### src/rtl/spi_pkg.sv
// Shared constants for the SPI peripheral: frame geometry and pin idle levels.
package spi_pkg;

    localparam int unsigned FRAME_BITS = 8;
    localparam int unsigned CFG_BYTES  = 4;

    localparam logic SS_IDLE   = 1'b1;
    localparam logic SCLK_IDLE = 1'b0;

endpackage

### src/rtl/sync_edge.sv
// Two-flop synchroniser for an asynchronous pin plus a third stage for edge detection.
module sync_edge #(
    parameter logic RESET_VAL = 1'b0
) (
    input  logic clk,
    input  logic rst_n,
    input  logic din,
    output logic sync,
    output logic rise_c,
    output logic fall_c
);

    logic meta;
    logic prev;

    // rst_n is active high; it parks the chain at the pin's idle level
    always_ff @(posedge clk or posedge rst_n) begin
        if (rst_n) begin
            meta <= RESET_VAL;
            sync <= RESET_VAL;
            prev <= RESET_VAL;
        end else begin
            meta <= din;
            sync <= meta;
            prev <= sync;
        end
    end

    assign rise_c = sync & ~prev;
    assign fall_c = ~sync & prev;

endmodule

### src/rtl/spi_peripheral.sv
// Mode-0 SPI slave: captures command bytes from mosi and streams config_data
// back on miso, least-significant byte first, MSB first within each byte.
module spi_peripheral #(
    parameter int unsigned FRAME_BITS = spi_pkg::FRAME_BITS,
    parameter int unsigned CFG_BYTES  = spi_pkg::CFG_BYTES
) (
    input  logic                             clk,
    input  logic                             rst_n,
    input  logic                             ss,
    input  logic                             sclk,
    input  logic                             mosi,
    output logic                             miso,
    input  logic [FRAME_BITS*CFG_BYTES-1:0]  config_data,
    output logic [FRAME_BITS-1:0]            recieved_data
);

    localparam int unsigned CNT_W = $clog2(FRAME_BITS);
    localparam int unsigned IDX_W = $clog2(CFG_BYTES);

    logic ss_sync;
    logic ss_rise;
    logic ss_fall;
    logic sclk_sync;
    logic sclk_rise;
    logic sclk_fall;
    logic mosi_meta;
    logic mosi_sync;

    logic [CNT_W-1:0]      bit_cnt;
    logic [IDX_W-1:0]      byte_idx;
    logic                  byte_done;
    logic [FRAME_BITS-1:0] rx;
    logic [FRAME_BITS-1:0] tx;
    logic [FRAME_BITS-1:0] rx_next;

    logic [CFG_BYTES-1:0][FRAME_BITS-1:0] cfg_bytes;

    sync_edge #(.RESET_VAL(spi_pkg::SS_IDLE)) u_ss_sync (
        .clk    (clk),
        .rst_n  (rst_n),
        .din    (ss),
        .sync   (ss_sync),
        .rise_c (ss_rise),
        .fall_c (ss_fall)
    );

    sync_edge #(.RESET_VAL(spi_pkg::SCLK_IDLE)) u_sclk_sync (
        .clk    (clk),
        .rst_n  (rst_n),
        .din    (sclk),
        .sync   (sclk_sync),
        .rise_c (sclk_rise),
        .fall_c (sclk_fall)
    );

    // mosi only needs its level, sampled in step with the sclk chain
    always_ff @(posedge clk or posedge rst_n) begin
        if (rst_n) begin
            mosi_meta <= 1'b0;
            mosi_sync <= 1'b0;
        end else begin
            mosi_meta <= mosi;
            mosi_sync <= mosi_meta;
        end
    end

    assign cfg_bytes = config_data;
    assign rx_next   = {rx[FRAME_BITS-2:0], mosi_sync};

    always_ff @(posedge clk or posedge rst_n) begin
        if (rst_n) begin
            bit_cnt       <= '0;
            byte_idx      <= '0;
            byte_done     <= 1'b0;
            rx            <= '0;
            tx            <= '0;
            miso          <= 1'b0;
            recieved_data <= '0;
        end else if (ss_fall) begin
            bit_cnt   <= '0;
            byte_idx  <= '0;
            byte_done <= 1'b0;
            rx        <= '0;
            tx        <= cfg_bytes[0];
            miso      <= cfg_bytes[0][FRAME_BITS-1];
        end else if (ss_rise) begin
            // deselect discards any partial byte and wins over a coincident sclk edge
            bit_cnt   <= '0;
            byte_done <= 1'b0;
            rx        <= '0;
            miso      <= 1'b0;
        end else if (!ss_sync) begin
            if (sclk_rise) begin
                rx <= rx_next;
                if (bit_cnt == CNT_W'(FRAME_BITS - 1)) begin
                    recieved_data <= rx_next;
                    bit_cnt       <= '0;
                    byte_idx      <= (byte_idx == IDX_W'(CFG_BYTES - 1)) ? '0
                                                                         : byte_idx + IDX_W'(1);
                    byte_done     <= 1'b1;
                end else begin
                    bit_cnt <= bit_cnt + CNT_W'(1);
                end
            end else if (sclk_fall && !sclk_sync) begin
                if (byte_done) begin
                    tx        <= cfg_bytes[byte_idx];
                    miso      <= cfg_bytes[byte_idx][FRAME_BITS-1];
                    byte_done <= 1'b0;
                end else begin
                    tx   <= {tx[FRAME_BITS-2:0], 1'b0};
                    miso <= tx[FRAME_BITS-2];
                end
            end
        end
    end

endmodule

### config.mk
export PLATFORM = sky130hd
export DESIGN_NAME = spi_peripheral
export DESIGN_NICKNAME = d
export VERILOG_FILES = /design/src/rtl/spi_pkg.sv /design/src/rtl/sync_edge.sv /design/src/rtl/spi_peripheral.sv
export SDC_FILE = /design/constraint.sdc
export NUM_CORES = 1
export LEC_CHECK = 0
export CAP_MARGIN = 40
export CELL_PAD_IN_SITES_DETAIL_PLACEMENT = 0
export CELL_PAD_IN_SITES_GLOBAL_PLACEMENT = 1
export CORE_MARGIN = 2
export CORE_UTILIZATION = 41
export DETAILED_ROUTE_END_ITERATION = 16
export GPL_TIMING_DRIVEN = 0
export PLACE_DENSITY_LB_ADDON = 0.25
export SYNTH_ARGS = -nofsm -noshare
export SYNTH_HDL_FRONTEND = slang
export SYNTH_SLANG_ARGS = --single-unit
### constraint.sdc
create_clock -name clk -period 5.4 [get_ports clk]
set_clock_uncertainty 0.2 [all_clocks]
set_input_delay 1.35 -clock clk [delete_from_list [all_inputs] [get_ports clk]]
set_output_delay 1.35 -clock clk [all_outputs]
set_load 0.01 [all_outputs]
=== Word-level counts from Yosys, hierarchy flattened ===
Index checks and enable logic that the tools add are counted.

* Add/subtract/negate cells: 2
* $lt $le $gt $ge: 1
* Equal/unequal tests: 8
* Multiplexer cells: 35
* Bitwise gates (word level): 10
* Reductions and logical operators: 14

{| class="wikitable"
|+ Operator list
! operator !! count
|-
| $mux W7 || 10
|-
| $bmux W8 S2 || 1
|-
| $mux W3 || 5
|-
| $mux W1 || 12
|-
| $mux W2 || 6
|-
| $mux W8 || 1
|-
| $reduce_and A4 Y1 || 2
|-
| $ne A3 B3 Y1 const B || 2
|-
| $not A1 Y1 || 6
|-
| $reduce_and A3 Y1 || 2
|-
| $reduce_bool A2 Y1 || 3
|-
| $reduce_bool A3 Y1 || 2
|-
| $reduce_and A5 Y1 || 1
|-
| $and A1 B1 Y1 || 4
|-
| $ne A2 B2 Y1 const B || 2
|-
| $ne A4 B3 Y1 const B || 1
|-
| $reduce_bool A4 Y1 || 1
|-
| $add A3 B1 Y3 const B || 1
|-
| $eq A3 B3 Y1 const B || 1
|-
| $lt A2 B3 Y1 const B || 1
|-
| $add A2 B1 Y2 const B || 1
|-
| $eq A2 B2 Y1 const B || 1
|-
| $ne A2 B1 Y1 const B || 1
|-
| $reduce_and A2 Y1 || 1
|-
| other kinds (2) || 2
|}

* Flip-flop bits (word level): 37
* Bits of input ports: 37

=== Logic depth before layout (Yosys ltp) ===
Gate-level depths: netlist of run 1.

* Word-level depth: 8
* Depth in mapped cells: 7
* Depth with buffers taken out: 6

=== Cells and area by module ===
Synthesis of run 1 repeated with hierarchy kept, for this count alone.

* Cells, all modules: 160
* Area, all modules: 1851.8 µm²

{| class="wikitable"
|+ By module, submodules not included
! module !! times used !! cells each !! area each (µm²) !! seq. area each (µm²)
|-
| spi_peripheral || 1 || 148 || 1660.3 || 775.7
|-
| sync_edge (u_ss_sync) || 1 || 6 || 97.6 || 78.8
|-
| sync_edge (u_sclk_sync) || 1 || 6 || 93.8 || 75.1
|}

=== Worst setup path before layout of run 1 ===
No wires, ideal clock.

* Path type: input-to-reg
* From: in config_data[7]
* To: reg miso
* Data arrival time: 2046 ps
* Data required time: 5068 ps
* Setup slack: 3022 ps
* Cell stages on the path: 4
* Buffers on the path: 0
* Path through: mux2_4 or3_1 o2111ai_1 a31oi_1

* Longest elaborated chain between the ends: 8

{| class="wikitable"
|+ Ends and longest elaborated chain
! element !! RTL line !! source
|-
| start, declared || spi_peripheral.sv:13 || <nowiki>input logic [FRAME_BITS*CFG_BYTES-1:0] config_data,</nowiki>
|-
| $bmux W8 S2 || spi_peripheral.sv:107 || <nowiki>miso <= cfg_bytes[byte_idx][FRAME_BITS-1];</nowiki>
|-
| $mux W8 (implied by the code) || spi_peripheral.sv:107 ||
|-
| $mux W1 || spi_peripheral.sv:105 || <nowiki>if (byte_done) begin</nowiki>
|-
| $mux W1 || spi_peripheral.sv:104 || <nowiki>end else if (sclk_fall && !sclk_sync) begin</nowiki>
|-
| $mux W1 || spi_peripheral.sv:93 || <nowiki>if (sclk_rise) begin</nowiki>
|-
| $mux W1 || spi_peripheral.sv:92 || <nowiki>end else if (!ss_sync) begin</nowiki>
|-
| $mux W1 || spi_peripheral.sv:86 || <nowiki>end else if (ss_rise) begin</nowiki>
|-
| $mux W1 (*) || spi_peripheral.sv:79 || <nowiki>end else if (ss_fall) begin</nowiki>
|-
| end signal, assigned || spi_peripheral.sv:85 || <nowiki>miso <= cfg_bytes[0][FRAME_BITS-1];</nowiki>
|-
| end signal, assigned || spi_peripheral.sv:107 ||
|-
| end signal, assigned || spi_peripheral.sv:111 || <nowiki>miso <= tx[FRAME_BITS-2];</nowiki>
|-
| end, declared || spi_peripheral.sv:12 || <nowiki>output logic miso,</nowiki>
|}

Every way passes the cells marked *; elsewhere a longest branch is shown, timed or not. The select of a mux whose other input is x is not followed.
A chain may end at the register's enable or synchronous reset.

=== Final worst setup path of run 1 ===
* From: reg recieved_data[4]
* To: out recieved_data[4]

{| class="wikitable"
|+ RTL lines
! element !! RTL line !! source
|-
| start, declared || spi_peripheral.sv:14 || <nowiki>output logic [FRAME_BITS-1:0] recieved_data</nowiki>
|-
| start signal, assigned || spi_peripheral.sv:96 || <nowiki>recieved_data <= rx_next;</nowiki>
|}

No word-level cell between the ends.

==> qor.csv, run 1 <==
metric;value;unit
status;complete, no violations;
num_vias;1383;
ant_nets;0;
viasPerCell;5.22;
fin_crit_sh;0.507;
drc;0;
p_per_area;330;nW/um2
postSynthAreaPerCell;11.9;um2
ys_seq_area_frac;0.491;
crit_type;register to output pin;
worst-path-buf-inv;1;
grt_use_total;0.165;
cp-start-kind;register;
syn_to_final_growth;34.8;%
slew_viol_final;0;
fp.dieW;71.9;um
cts_tree;done;
power.share.clock;0.283;
internal_power;0.601;mW
nFillCells;366;
synth_seq_cells;37;
final-setup-viol-count;0;
synthesis.instances;159;
design_area;2550;um2
crit_fanout;2;
ios;46;
crit_path_end;recieved_data[4];
ir_drop;0.267;mV
cts_resized;0;
final_cell_mix;clkdlybuf4s50_1, dfrtp_1, mux2i_1;
multi_input_area;872;um2
clock_sinks;37;
tns;0;ns
clockBufferDepth;2;
cpMaxStageDelayCell;clkdlybuf4s50_1;
grt_pass1_vias;1489;
cp-startpoint;recieved_data[4];
regToRegEndpoint;recieved_data[5];
path_delay_family;buffers and inverters;
post-place-ws;2.49;ns
die_y;71.9;um
die_area;5170;um2
synth_warnings;0;
seq_power_share;0.406;
worst_skew_pair.late_latency;0.29;ns
synth.net_count;206;
leakagePower;1.16;nW
end_kind;output pin;
ff_latch_area;930;um2
rows;24;
nets;259;
period_minus_slack;2.74;ns
dp.cells;257;
final_util;0.578;
reg2reg_from;u_ss_sync.prev;
post_route_cells_drive_above_1_share;0.146;
netlist_area;1890;um2
crit_chain;clkdlybuf4s50_1;
rrSetupSlack;3.32;ns
diodes;0;
hold_violations;0;
drtIter0Drc;63;
cts_buffers;5;
fin_cells;265;
synth_ff_type;dfrtp_1;
clk_pin_slew;0.07;ns
gr-total-overflow;0;
synthArstFlopShare;1.00;
cts_max_level;2;
numPortBuffers;45;
max_slew_margin;0.588;
clockRootBuffer;clkbuf_8;
worstMarginPinSlew;0.614;ns
cts_setup_buffers;0;
pwr-share-comb;0.310;
grt_pass1_wl;6710;um
switchingPower;0.240;mW
cap_violations;0;
hpwlAfterDp;2860;um
hp-class;register to register;
antenna_found_initial;0;
cpPeakStageDelay;0.54;ns
timing.hold.ws;0.152;ns
power;0.841;mW
cp_num_cells;1;
core-area;4410;um2
synth_cell_types;34;
sw_frac_of_total;0.285;
gp_congestion;0.832;
start_util;0.429;
grt_max_degree;25;
critPathArrivalTime;1.19;ns
synth_edf_count;0;
setup_ws;2.66;ns
holdBufCountCts;0;
wl_per_cell;14.3;um
max_freq;365;MHz
post_dp_cell_area;2430;um2
worstPathRequired;3.85;ns
r2r_cells;4;
drt_first_pass_iters;4;
rsz0062_at_grt;false;
layout_commonest_cell;clkdlybuf4s50_1;
wl;3800;um
## worst min-delay path by stage
stage	start	to	depth (start not counted)	slack (ns)
5_1_grt	u_sclk_sync.meta	u_sclk_sync.sync	0	0.16
3_5_place_dp	mosi_meta	mosi_sync	0	0.14
2_1_floorplan	mosi_meta	mosi_sync	0	0.13
3_3_place_gp	u_sclk_sync.meta	u_sclk_sync.sync	0	0.13
4_1_cts	u_sclk_sync.meta	u_sclk_sync.sync	0	0.16
6_report	u_sclk_sync.meta	u_sclk_sync.sync	0	0.15
## per-layer routing
layer / GRT usage / share of wire
met5: 0 / 0
met3: 0.0444 / 0.070
met2: 0.282 / 0.48
met1: 0.204 / 0.44
met4: 0.0566 / 0.012
## kinds of logic after synthesis
family,synth area share
compound gates,0.133
fa+ha+maj,0.0661
buf+inv,0.0476
flops,0.491
mux,0.173
simple gates,0.0886
## layout make-up
cell class / instances / area share
Buffer: 7 / 0.0236
Clock buffer: 5 / 0.0270
Clock inverter: 3 / 0.0182
Inverter: 8 / 0.0118
Multi-Input combinational cell: 107 / 0.342
Sequential cell: 37 / 0.365
Tap cell: 52 / 0.0255
Timing Repair Buffer: 46 / 0.187
## cells in the mapped netlist (all sizes together), types with 3 or more instances
library cell,instances,area share
o21ai,9,0.024
o221ai,6,0.028
nand2,9,0.018
dfrtp,34,0.45
mux2,11,0.067
inv,8,0.016
nand2b,8,0.028
nor2,7,0.014
mux2i,20,0.11
ha,10,0.066
buf,6,0.030
a22o,10,0.046
dfstp,3,0.042
## power groups by stage
stage                     clock network [mW]  logic, mW  registers [mW]
after floorplan                            0      0.193           0.343
after global placement                     0      0.255           0.345
after detailed placement                   0      0.264           0.347
after CTS                              0.246      0.265           0.342
after global routing                   0.257      0.294           0.347
final                                  0.238      0.261           0.341
## sequential cells by signal, summed over array words and instances (netlist names)
signal / count
bit_cnt: 3
byte_done: 1
byte_idx: 2
miso: 1
mosi_meta: 1
mosi_sync: 1
recieved_data: 8
rx: 7
tx: 7
u_sclk_sync.meta: 1
u_sclk_sync.prev: 1
u_sclk_sync.sync: 1
u_ss_sync.meta: 1
u_ss_sync.prev: 1
u_ss_sync.sync: 1
Note: power is estimated with default switching activity, not from simulation.
==> inputs of run 2 (changes only) <==
Settings changed: CORE_UTILIZATION 41 to 35.
Clock period 5.4 ns to 2.5 ns, I/O delays scaled along.
==> qor.csv, run 2 (synthesis results as in run 1) <==
metric;value;unit
hp-class;register to register;
cts_buffers;5;
wl;3800;um
clockRootBuffer;clkbuf_8;
r2r_cells;4;
drtIter0Drc;40;
drt_first_pass_iters;4;
crit_fanout;8;
worst_skew_pair.late_latency;0.28;ns
period_minus_slack;2.04;ns
grt_pass1_wl;6840;um
reg_top3;recieved_data (8), rx (7), tx (7);
critPathArrivalTime;2.00;ns
grt_max_degree;23;
drc;0;
core-area;5170;um2
timing.hold.ws;0.151;ns
syn_to_final_growth;34.7;%
regMostFlops;recieved_data;
viasPerCell;4.78;
wl_per_cell;13.4;um
reg2reg_from;u_ss_sync.prev;
power;1.72;mW
gp_congestion;0.745;
hp-start;u_sclk_sync.meta;
cp_num_cells;4;
end_kind;register;
switchingPower;0.491;mW
cpMaxStageDelayCell;dfstp_2;
crit_type;register to register;
power.share.clock;0.243;
crit_chain;inv_1 > ha_1 > nand4b_1 > mux2_2;
start_util;0.366;
grt_use_total;0.141;
cpPeakStageDelay;0.54;ns
final-setup-viol-count;0;
p_per_area;674;nW/um2
hpwlAfterDp;2910;um
rsz0062_at_grt;false;
pwr-share-comb;0.327;
setup_ws;0.458;ns
antenna_found_initial;0;
ir_drop;0.325;mV
regToRegEndpoint;recieved_data[1];
hold_violations;0;
grt_pass1_vias;1459;
whs_endpoint;u_sclk_sync.sync;
final_cell_mix;clkdlybuf4s50_1, dfrtp_1, mux2i_1;
largest_reg_flops;8;
worstPathRequired;2.46;ns
holdPathStages;0;
worstMarginPinSlew;0.682;ns
fp.dieW;77.5;um
layout_commonest_cell;clkdlybuf4s50_1;
gr-total-overflow;0;
cts_tree;done;
ios;46;
die_area;6010;um2
slew_viol_final;0;
internal_power;1.23;mW
path_delay_family;flip-flops;
clock_sinks;37;
nets;259;
clk_pin_slew;0.06;ns
leakagePower;1.15;nW
post_route_cells_drive_above_1_share;0.136;
die_y;77.5;um
rows;26;
diodes;0;
cts_resized;0;
max_freq;490;MHz
cp-start-kind;register;
fin_crit_sh;0.817;
status;complete, no violations;
design_area;2550;um2
cap_violations;0;
post_dp_cell_area;2460;um2
max_slew_margin;0.545;
cts_max_level;2;
ant_nets;0;
holdBufCountCts;0;
rrSetupSlack;0.46;ns
worst-path-buf-inv;1;
cts_setup_buffers;0;
sw_frac_of_total;0.286;
tns;0;ns
numPortBuffers;45;
num_vias;1353;
clockBufferDepth;2;
post-place-ws;0.343;ns
seq_power_share;0.430;
-- run 2: layout make-up --
| class | count | area [um2] |
|---|---|---|
| well taps | 70 | 87.6 |
| clock buffers | 8 | 90.1 |
| repair buffers | 46 | 478 |
| plain buffers | 7 | 60.1 |
| fillers | 476 | 2630 |
| inverters | 8 | 30.0 |
| flip-flops and latches | 37 | 930 |
| multi-input cells | 107 | 872 |
-- run 2: routing by layer --
metal  global-route usage  routed length, um  vias up
met5                    0                  0        -
met4               0.0375                 48        0
met3               0.0500                277        6
met2                0.232               1720       40
met1                0.176               1750      630
li1                     -                  -      677
-- run 2: how the worst max path moves through the flow --
stage,endpoint,slack (ns),from
floorplan,recieved_data[0],0.67,u_ss_sync.prev
global placement,recieved_data[1],0.07,rst_n
detailed placement,miso,0.34,config_data[7]
CTS,recieved_data[0],0.40,u_ss_sync.prev
global route,recieved_data[1],0.29,u_ss_sync.prev
finish,recieved_data[1],0.46,u_ss_sync.prev
-- run 2: power by group through the flow --
stage          registers (mW)  logic, mW  clock network [mW]
2_1_floorplan           0.740      0.417                   0
3_3_place_gp            0.746      0.552                   0
3_5_place_dp            0.752      0.570                   0
4_1_cts                 0.741      0.570               0.435
5_1_grt                 0.753      0.624               0.463
6_report                0.739      0.562               0.417
-- run 2: stage by stage --
stage          instances   util
2_1_floorplan        159      -
3_3_place_gp         274  0.470
3_5_place_dp         275  0.475
4_1_cts              283  0.493
5_1_grt              283  0.493
6_report             283  0.493
==> inputs of run 3 (changes only) <==
Clock period 2.5 ns to 1.7 ns, I/O delays scaled along.
==> qor.csv, run 3 (synthesis results as in run 1) <==
metric;value;unit
final_cell_mix;clkdlybuf4s50_1, dfrtp_1, mux2i_1;
clk_pin_slew;0.07;ns
hold_violations;0;
core-area;5170;um2
grt_pass1_wl;7750;um
hp-class;register to register;
post_route_cells_drive_above_1_share;0.333;
cts_max_level;2;
post_dp_cell_area;2480;um2
reg_top3;recieved_data (8), rx (7), tx (7);
worstPathRequired;1.67;ns
drc;0;
p_per_area;938;nW/um2
violations;negative setup slack;
design_area;2900;um2
tns;-0.920;ns
holdBufCountCts;0;
cp-startpoint;u_ss_sync.sync;
crit_type;register to register;
clock_sinks;37;
setup_ws;-0.0719;ns
rows;26;
antenna_found_initial;0;
critPathArrivalTime;1.74;ns
rsz0062_at_grt;true;
cts_buffers;5;
die_area;6010;um2
period_minus_slack;1.77;ns
start_util;0.366;
ios;46;
fin_crit_sh;1.04;
status;finished, violations left;
diodes;0;
cp-start-kind;register;
clockBufferDepth;2;
hp-start;mosi_meta;
gp_congestion;0.768;
reg2reg_from;u_ss_sync.sync;
numPortBuffers;45;
nets;277;
wl_per_cell;15.5;um
nFillCells;426;
die_y;77.5;um
cts_tree;done;
syn_to_final_growth;53.2;%
ff_latch_area;930;um2
worst_skew_pair.late_latency;0.29;ns
hpwlAfterDp;3060;um
num_vias;1468;
grt_max_degree;24;
ir_drop;0.482;mV
multi_input_area;1040;um2
drt_first_pass_iters;4;
worstMarginPinSlew;0.665;ns
final-setup-viol-count;20;
viasPerCell;4.88;
grt_use_total;0.162;
largest_reg_flops;8;
crit_fanout;10;
clockRootBuffer;clkbuf_8;
wl;4650;um
end_kind;register;
ant_nets;0;
gr-total-overflow;0;
cap_violations;0;
slew_viol_final;0;
fp.dieW;77.5;um
layout_commonest_cell;clkdlybuf4s50_1;
grt_pass1_vias;1634;
leakagePower;1.32;nW
regMostFlops;recieved_data;
drtIter0Drc;42;
max_slew_margin;0.556;
max_freq;564;MHz
-- run 3: cell types whose count changed in the layout (fill, tap and decap cells not counted), sizes merged --
cell	delta
clkinvlp	+1
clkbuf	-3
clkdlybuf4s50	-9
buf	+18
clkinv	+2
dlygate4sd2	+9
-- run 3: power breakdown --
part | switching (mW) | internal [mW] | leakage (nW)
clock network | 0.314 | 0.283 | 0.0439
registers | 0.0918 | 1.01 | 0.476
logic | 0.430 | 0.592 | 0.796
total | 0.836 | 1.88 | 1.32
-- run 3: repair_timing --
action | CTS | global route
setup endpoints to repair | 38 | 29
pin swaps | 4 | 7
cloned | 1 | 0
setup buffers | 11 | 6
gates resized for setup | 27 | 30
-- run 3: path summary, 6_finish.rpt --
kind	slack (ns)	cells past startpoint	endpoint
max in group asynchronous	0.35	3	u_ss_sync.sync
setup / recovery	-0.07	6	rx[3]
hold reg to reg	0.15	0	mosi_sync
hold / removal	0.15	0	mosi_sync
min in group asynchronous	0.33	2	tx[2]
setup reg to reg	-0.07	6	rx[3]
-- run 3: layout make-up --
cell class	instances	share of cell area
sequential	37	0.321
inverter	8	0.0112
buffer	7	0.0319
tap	70	0.0302
clock buffer	5	0.0237
multi-input combinational	107	0.359
clock inverter	3	0.00604
timing repair buffer	64	0.217
-- run 3: metrics by stage --
stage          setup slack (ns)  std cells  utilization  power, mW  hold WS [ns]
6_report                -0.0719        301        0.560       2.72         0.153
5_1_grt                  -0.127        301        0.560       2.90         0.159
4_1_cts                 -0.0457        295        0.530       2.62         0.157
3_5_place_dp             -0.360        275        0.480       1.96         0.140
3_3_place_gp             -0.512        274        0.474       1.92         0.132
2_1_floorplan            -0.109        159            -       1.71         0.131
-- run 3: critical path, cell delays in order (launching register included) --
cell and delay, ns:
dfstp_2 0.55, inv_2 0.08, ha_4 0.26, o21ai_4 0.17, nor3_4 0.06, buf_12 0.13, a22o_1 0.19
-- run 3: routing by layer --
layer | vias up | part of all wire | track usage
li1 | 723 | - | -
met1 | 684 | 0.42 | 0.183
met2 | 52 | 0.51 | 0.286
met3 | 9 | 0.051 | 0.0419
met4 | 0 | 0.023 | 0.0750
met5 | - | 0 | 0
